**src/rtl/column_chunk_decoder.sv**
```systemverilog
// Column bitmap chunk decoder: collects one frame of CHUNK_W-bit chunks and
// reports the lowest marked row, plus empty-frame and multiple-mark flags.
module column_chunk_decoder #(
  parameter int ROWS    = 480,
  parameter int CHUNK_W = 16,
  parameter int IDX_W   = 10
) (
  input  logic               clk,
  input  logic               rst,
  input  logic               frame_start,
  input  logic               chunk_valid,
  input  logic [CHUNK_W-1:0] chunk_data,
  output logic               chunk_ready,
  output logic               row_valid,
  output logic [IDX_W-1:0]   row_index,
  output logic               row_none,
  output logic               row_multi,
  output logic               frame_abort,
  output logic               busy
);

  localparam int NUM_CHUNKS = ROWS / CHUNK_W;
  localparam int CNT_W      = (NUM_CHUNKS > 1) ? $clog2(NUM_CHUNKS) : 1;
  localparam int POS_W      = (CHUNK_W > 1) ? $clog2(CHUNK_W) : 1;
  localparam logic [CNT_W-1:0] LAST_CHUNK = CNT_W'(NUM_CHUNKS - 1);

  typedef enum logic [1:0] {
    IDLE    = 2'd0,
    COLLECT = 2'd1,
    REPORT  = 2'd2
  } state_t;

  state_t             state, state_nxt;
  logic [CNT_W-1:0]   count, count_nxt;
  logic               found, found_nxt;
  logic               multi, multi_nxt;
  logic [IDX_W-1:0]   idx, idx_nxt;
  logic               row_valid_nxt, row_none_nxt, row_multi_nxt, frame_abort_nxt;
  logic [IDX_W-1:0]   row_index_nxt;

  logic               accept;
  logic               chunk_any, chunk_many, pos_hit;
  logic [POS_W-1:0]   low_pos;
  logic [IDX_W-1:0]   chunk_row;

  assign chunk_ready = (state == COLLECT) && !frame_start;
  assign busy        = (state != IDLE);
  assign accept      = chunk_valid && chunk_ready;

  // Priority scan from bit 0: the first set bit wins.
  always_comb begin
    low_pos = '0;
    pos_hit = 1'b0;
    for (int j = 0; j < CHUNK_W; j++) begin
      if (chunk_data[j] && !pos_hit) begin
        low_pos = POS_W'(j);
        pos_hit = 1'b1;
      end
    end
  end

  assign chunk_any  = |chunk_data;
  // Clearing the lowest set bit leaves something only if two or more were set.
  assign chunk_many = |(chunk_data & (chunk_data - CHUNK_W'(1)));
  assign chunk_row  = IDX_W'(count) * IDX_W'(CHUNK_W) + IDX_W'(low_pos);

  // NOTE: every output of this block gets a default first so no path leaves
  // a variable unassigned, which would otherwise infer a latch.
  always_comb begin
    state_nxt       = state;
    count_nxt       = count;
    found_nxt       = found;
    multi_nxt       = multi;
    idx_nxt         = idx;
    row_valid_nxt   = 1'b0;
    frame_abort_nxt = 1'b0;
    row_index_nxt   = row_index;
    row_none_nxt    = row_none;
    row_multi_nxt   = row_multi;

    unique case (state)
      IDLE: begin
        if (frame_start) begin
          state_nxt = COLLECT;
          count_nxt = '0;
          found_nxt = 1'b0;
          multi_nxt = 1'b0;
          idx_nxt   = '0;
        end
      end

      COLLECT: begin
        if (frame_start) begin
          frame_abort_nxt = 1'b1;
          count_nxt       = '0;
          found_nxt       = 1'b0;
          multi_nxt       = 1'b0;
          idx_nxt         = '0;
        end else if (accept) begin
          if (chunk_any) begin
            if (!found) begin
              idx_nxt   = chunk_row;
              found_nxt = 1'b1;
              multi_nxt = chunk_many;
            end else begin
              multi_nxt = 1'b1;
            end
          end
          if (count == LAST_CHUNK) begin
            // Results are registered on entry so they are valid throughout REPORT.
            state_nxt     = REPORT;
            row_valid_nxt = 1'b1;
            row_index_nxt = found_nxt ? idx_nxt : '0;
            row_none_nxt  = !found_nxt;
            row_multi_nxt = multi_nxt;
          end else begin
            count_nxt = count + CNT_W'(1);
          end
        end
      end

      REPORT: begin
        state_nxt = frame_start ? COLLECT : IDLE;
        count_nxt = '0;
        found_nxt = 1'b0;
        multi_nxt = 1'b0;
        idx_nxt   = '0;
      end

      default: state_nxt = IDLE;
    endcase
  end

  // NOTE: sequential state uses non-blocking assignments so every register
  // samples the pre-edge values regardless of statement order.
  always_ff @(posedge clk) begin
    if (rst) begin
      state       <= IDLE;
      count       <= '0;
      found       <= 1'b0;
      multi       <= 1'b0;
      idx         <= '0;
      row_valid   <= 1'b0;
      row_index   <= '0;
      row_none    <= 1'b0;
      row_multi   <= 1'b0;
      frame_abort <= 1'b0;
    end else begin
      state       <= state_nxt;
      count       <= count_nxt;
      found       <= found_nxt;
      multi       <= multi_nxt;
      idx         <= idx_nxt;
      row_valid   <= row_valid_nxt;
      row_index   <= row_index_nxt;
      row_none    <= row_none_nxt;
      row_multi   <= row_multi_nxt;
      frame_abort <= frame_abort_nxt;
    end
  end

endmodule
```
**config.mk**
```make
export PLATFORM = sky130hd
export DESIGN_NAME = column_chunk_decoder
export DESIGN_NICKNAME = d
export VERILOG_FILES = /design/src/rtl/column_chunk_decoder.sv
export SDC_FILE = /design/constraint.sdc
export NUM_CORES = 1
export LEC_CHECK = 0
export BUFFER_PORTS_ARGS = -buffer_cell sky130_fd_sc_hd__buf_2
export CAP_MARGIN = 25
export CORE_MARGIN = 2
export CORE_UTILIZATION = 56
export CTS_BUF_LIST = sky130_fd_sc_hd__clkbuf_4 sky130_fd_sc_hd__clkbuf_8
export DETAILED_ROUTE_END_ITERATION = 8
export GPL_ROUTABILITY_DRIVEN = 0
export GPL_TIMING_DRIVEN = 0
export MAX_ROUTING_LAYER = met4
export PLACE_DENSITY = 0.82
export SLEW_MARGIN = 20
export SYNTH_ARGS = -nofsm -noshare
export SYNTH_HDL_FRONTEND = slang
export SYNTH_SLANG_ARGS = --single-unit
```
**constraint.sdc**
```tcl
create_clock -name clk -period 2.4 [get_ports clk]
set_input_delay 0.24 -clock clk [delete_from_list [all_inputs] [get_ports clk]]
set_output_delay 0.24 -clock clk [all_outputs]
set_load 0.01 [all_outputs]
```
Word-level counts from Yosys, hierarchy flattened:

Cells that the tools add are included.

* output and inout bits: 16
* register bits: 33

* $add $sub $neg: 3
* equal/unequal tests: 9
* muxes and demuxes: 63
* reductions and logical operators: 45
* bitwise logic cells: 4

Operators with widths (number)
* $mux W10: 6
* $mux W4: 14
* $reduce_or A16 Y1: 2
* $mux W1: 30
* $pmux W10 S3: 1
* $mux W5: 4
* $logic_and A1 B1 Y1: 17
* $logic_not A1 Y1: 17
* $and A16 B16 Y16: 1
* $sub A16 B1 Y16 const B: 1
* $pmux W5 S3: 1
* $reduce_and A4 Y1: 3
* $add A9 B4 Y10: 1
* $mux W2: 4
* $ne A2 B2 Y1 const B: 3
* $ne A3 B3 Y1 const B: 2
* $pmux W1 S3: 2
* $pmux W2 S3: 1
* $add A5 B1 Y5 const B: 1
* $eq A5 B5 Y1 const B: 1
* $reduce_or A4 Y1: 1
* $not A1 Y1: 3
* $reduce_and A3 Y1: 1
* $reduce_bool A3 Y1: 1
* 6 further kinds: 6

Depth between registers and ports, before layout:

* word-level depth: 52
* gate-level depth with buffers: 8
* mapped depth without buffers: 8

Worst setup path before layout:

Ideal clock, no wire load.

* path type: register -> register
* from: register state[0]
* to: register row_index[4]
* buffers on the path: 2
* library setup time: 0.128 ns
* arrival time: 1.894 ns
* data required time: 2.272 ns
* path slack: 0.378 ns
* cell stages (with the launch flop): 9
* path through: dfxtp_1 > or3b_1 > inv_1 > nand2_1 > or2_2 > clkbuf_1 > buf_2 > a22oi_1 > nor2_1

* cells in the longest elaborated chain, start to end: 4

RTL lines
* from (decl): line 33 `state_t state, state_nxt;`
* from (signal assigned): line 149 `state <= state_nxt;`
* $eq A2 B1 Y1: line 46 `assign chunk_ready = (state == COLLECT) && !frame_start;`
* $logic_and A1 B1 Y1: line 46
* net chunk_ready: line 13 `output logic chunk_ready,`
* $logic_and A1 B1 Y1: line 48 `assign accept = chunk_valid && chunk_ready;`
* $reduce_and A4 Y1 (no line)
* to (signal assigned): line 155 `row_index <= row_index_nxt;`
* to (decl): line 15 `output logic [IDX_W-1:0] row_index,`

The timed path passes the listed nets, and every way through them passes these cells.
A chain may end at the register's enable or synchronous reset.

Final worst setup path:

* from: register state[1]
* to: register row_index[5]

* cells in the longest elaborated chain, start to end: 4

RTL lines (line)
* $eq A2 B1 Y1 *: 46, 81
* $logic_and A1 B1 Y1: 46
* $logic_and A1 B1 Y1: 48
* $reduce_and A4 Y1 (no line) *

Every way passes the cells marked *; elsewhere a longest branch is shown, timed or not.

==> metrics.txt <==
row cnt 20; Switching Fraction 23.92%; die area 3531 um^2; CTS clk-pin slew, worst paths 0.11 ns; run status complete, no violations; Compound-Gate Fraction of Synth Area 27.85%; Post-synth EDFFs 0; fin nets 272; Die Wd 59.43 um; cell area after synthesis 1720 um^2; worst slew pin tran 0.6333 ns; 1st-iter DRT viols 63; Boundary Pins 36; Tmin final 2.228 ns; total grt overflow 0; clock sink count 33; Via Count 1686; Async S/R FF share, synth 0%; worst clock skew 0.01021 ns; Final Setup Violations 0; Sw Pwr 0.0002691 W; Clk Latency, worst-skew pair 0.34 ns; Worst Slack Setup Final 0.1717 ns; via/cell ratio 5.937; DPL Wire Length 2.988 mm; sequential power share 49.7%; Synthesized Nets 230; Tot GR Track Use 25.64%; Slew HR 57.39%; routed len/inst 14.14 um; antenna violations before repair 0; height of the die 59.43 um; sequential fraction of the synthesis area 38.40%; Hold Buf Count CTS 0; CTS H-Tree Depth 2; syn avg cell area 8.271 um^2; Initial Utilization 57.77%; RSZ-0062 raised after global routing no; Comb power frac 10.2%; vias in the first global route 1441; Synth Flop Type dfxtp_1; TritonCTS clock tree yes; global-route wire length before repair 6.624 mm; period utilization 92.85%; core area 2978 um^2; aggregate routed wire length 4.015 mm; Slew Viols, Final 0; Crit path required time 2.62 ns; clock tree buffer depth 2; Final TNS setup 0 ns; Max Cap Viol 0; Synth Register Bits 33; Root Buffer clkbuf_4; post-synthesis mux area share 3.273%; Setup CP Type register to register; pwr dens 555.0 nW/um^2; CP startpoint kind register; post-synthesis adder-cell area fraction 2.036%; largest family of logic cells by synthesized area compound AO/OA/AOI/OAI gates; antenna viol nets, final 0; Yosys warning total 0; CTS Buf Count 5; Antenna Cells 0; layout cells sized above 1 24.70%; Syn Inst Count 208; Pleak 0.8057 nW; P_int 0.0008559 W; Simple-Gate Fraction of Synth Area 21.89%; pin count of the biggest net entering global routing 11; pre-CTS WS 0.04780 ns; Post-Synth XOR/XNOR Area 2.036%; Achievable Freq 0.4488 GHz; Area Overhead vs Synth 17.82%; crit-path max FO 10; library cells used by synthesis 49; DRC violations left 0; Clk network pwr share 40.1%; Hold Fails Final Rpt 0; DRT Pass-1 Iters 4; min-delay worst type input port to register; Crit. End Element register; Max IR drop VDD 0.3860 mV; IO buf count 35; worst path arrival time 2.45 ns
-- stage by stage --
stage	hold slack, ns	instance area (um^2)	total power [W]	utilization [%]	cells
after floorplan	0.4099	1720	0.0006335	-	208
after global placement	0.4241	1937	0.0006831	65.04	276
after detailed placement	0.4223	1937	0.0006850	65.04	276
after CTS	0.1953	2026	0.001128	68.03	284
after global routing	0.2039	2027	0.001168	68.07	284
final	0.2038	2027	0.001125	68.07	284
-- layout make-up --
cell class	count	area, um^2
multi-input cells	157	982.2
clock buffers	7	58.81
flip-flops and latches	33	661.9
inverters	10	37.54
clock inverters	1	30.03
well taps	33	41.29
repair buffers	35	175.2
fillers	262	950.9
plain buffers	8	40.04
-- registers in the layout (all words and copies together), names as in the netlist --
| register | flops |
|---|---|
| row_none | 1 |
| multi | 1 |
| count | 5 |
| found | 1 |
| row_index | 10 |
| row_multi | 1 |
| frame_abort | 1 |
| state | 2 |
| row_valid | 1 |
| idx | 10 |
-- routing by layer --
layer  wire length (um)  track usage, %
met1               1817           32.88
met2               1965           40.66
met3                177           4.585
met4                 54           8.442
met5                  0               -
-- cells in the final DEF (no fill, tap or decap), types with 2 or more instances in the layout --
cell type	netlist	routed
nor2b_1	2	2
o21ai_0	8	8
or2_2	4	4
nor2_1	31	31
a22oi_1	12	12
nand3b_1	2	2
mux2_2	5	5
xor2_1	2	2
o221ai_1	2	2
a21oi_1	19	19
o21bai_1	2	2
nand3_1	3	3
ha_1	2	2
o21a_1	4	4
nor4_1	5	5
o31ai_1	2	2
dfxtp_1	33	32
clkbuf_4	0	6
a211oi_1	3	3
nor3_1	4	4
nand2_1	14	14
nand4_1	4	4
xnor2_1	2	2
buf_2	2	37
inv_1	10	10
o211ai_1	3	3
clkbuf_1	5	5
-- cells in the mapped netlist (3+ instances only) --
cell / number / share of area (%)
o21ai_0: 8 / 2.3
a211oi_1: 3 / 1.3
nand2_1: 14 / 3.1
nor4_1: 5 / 1.8
mux2_2: 5 / 3.3
a22oi_1: 12 / 5.2
or2_2: 4 / 1.5
a21oi_1: 19 / 5.5
nand4_1: 4 / 1.5
nor2_1: 31 / 6.8
inv_1: 10 / 2.2
nand3_1: 3 / 0.87
o21a_1: 4 / 1.7
o211ai_1: 3 / 1.3
dfxtp_1: 33 / 38
clkbuf_1: 5 / 1.1
nor3_1: 4 / 1.2
-- worst max-delay path, stage by stage, from the launching register on --
cell      delay (ns)
dfxtp_1         0.37
or3b_1          0.43
inv_1           0.15
nand2_1         0.16
or2_2           0.32
clkbuf_1        0.19
buf_2           0.24
a22oi_1         0.20
nor2_1          0.06
-- path summary, 6_finish.rpt --
kind	end	slack (ns)	from	cells after the start
max reg2reg	row_index[5]	0.17	state[1]	8
min	frame_abort	0.20	frame_start	2
min reg2reg	row_index[9]	0.46	row_index[9]	2
max	row_index[5]	0.17	state[1]	8
-- logic make-up (layout without fill, tap and decap cells) --
logic type / Yosys count / in the layout
DFF: 33 / 33
AOI/OAI and AO/OA: 68 / 68
buffers and inverters: 18 / 61
xor gates and xnor gates: 4 / 4
muxes: 5 / 5
adders and majority gates: 3 / 3
and+or+nand+nor: 77 / 77
-- power by group through the flow --
stage	Combinational, W	Clock [W]	Sequential [W]
after floorplan	0.0000632	0	0.000570
after global placement	0.000112	0	0.000571
after detailed placement	0.000113	0	0.000572
after CTS	0.000114	0.000456	0.000559
after global routing	0.000128	0.000479	0.000561
final	0.000115	0.000451	0.000559
-- what timing repair did --
item                                    CTS  global route
endpoints found under the setup margin    0             3
setup buffers                             0             0
resized for setup                         0             1
Power figures use the tool's default switching activity.
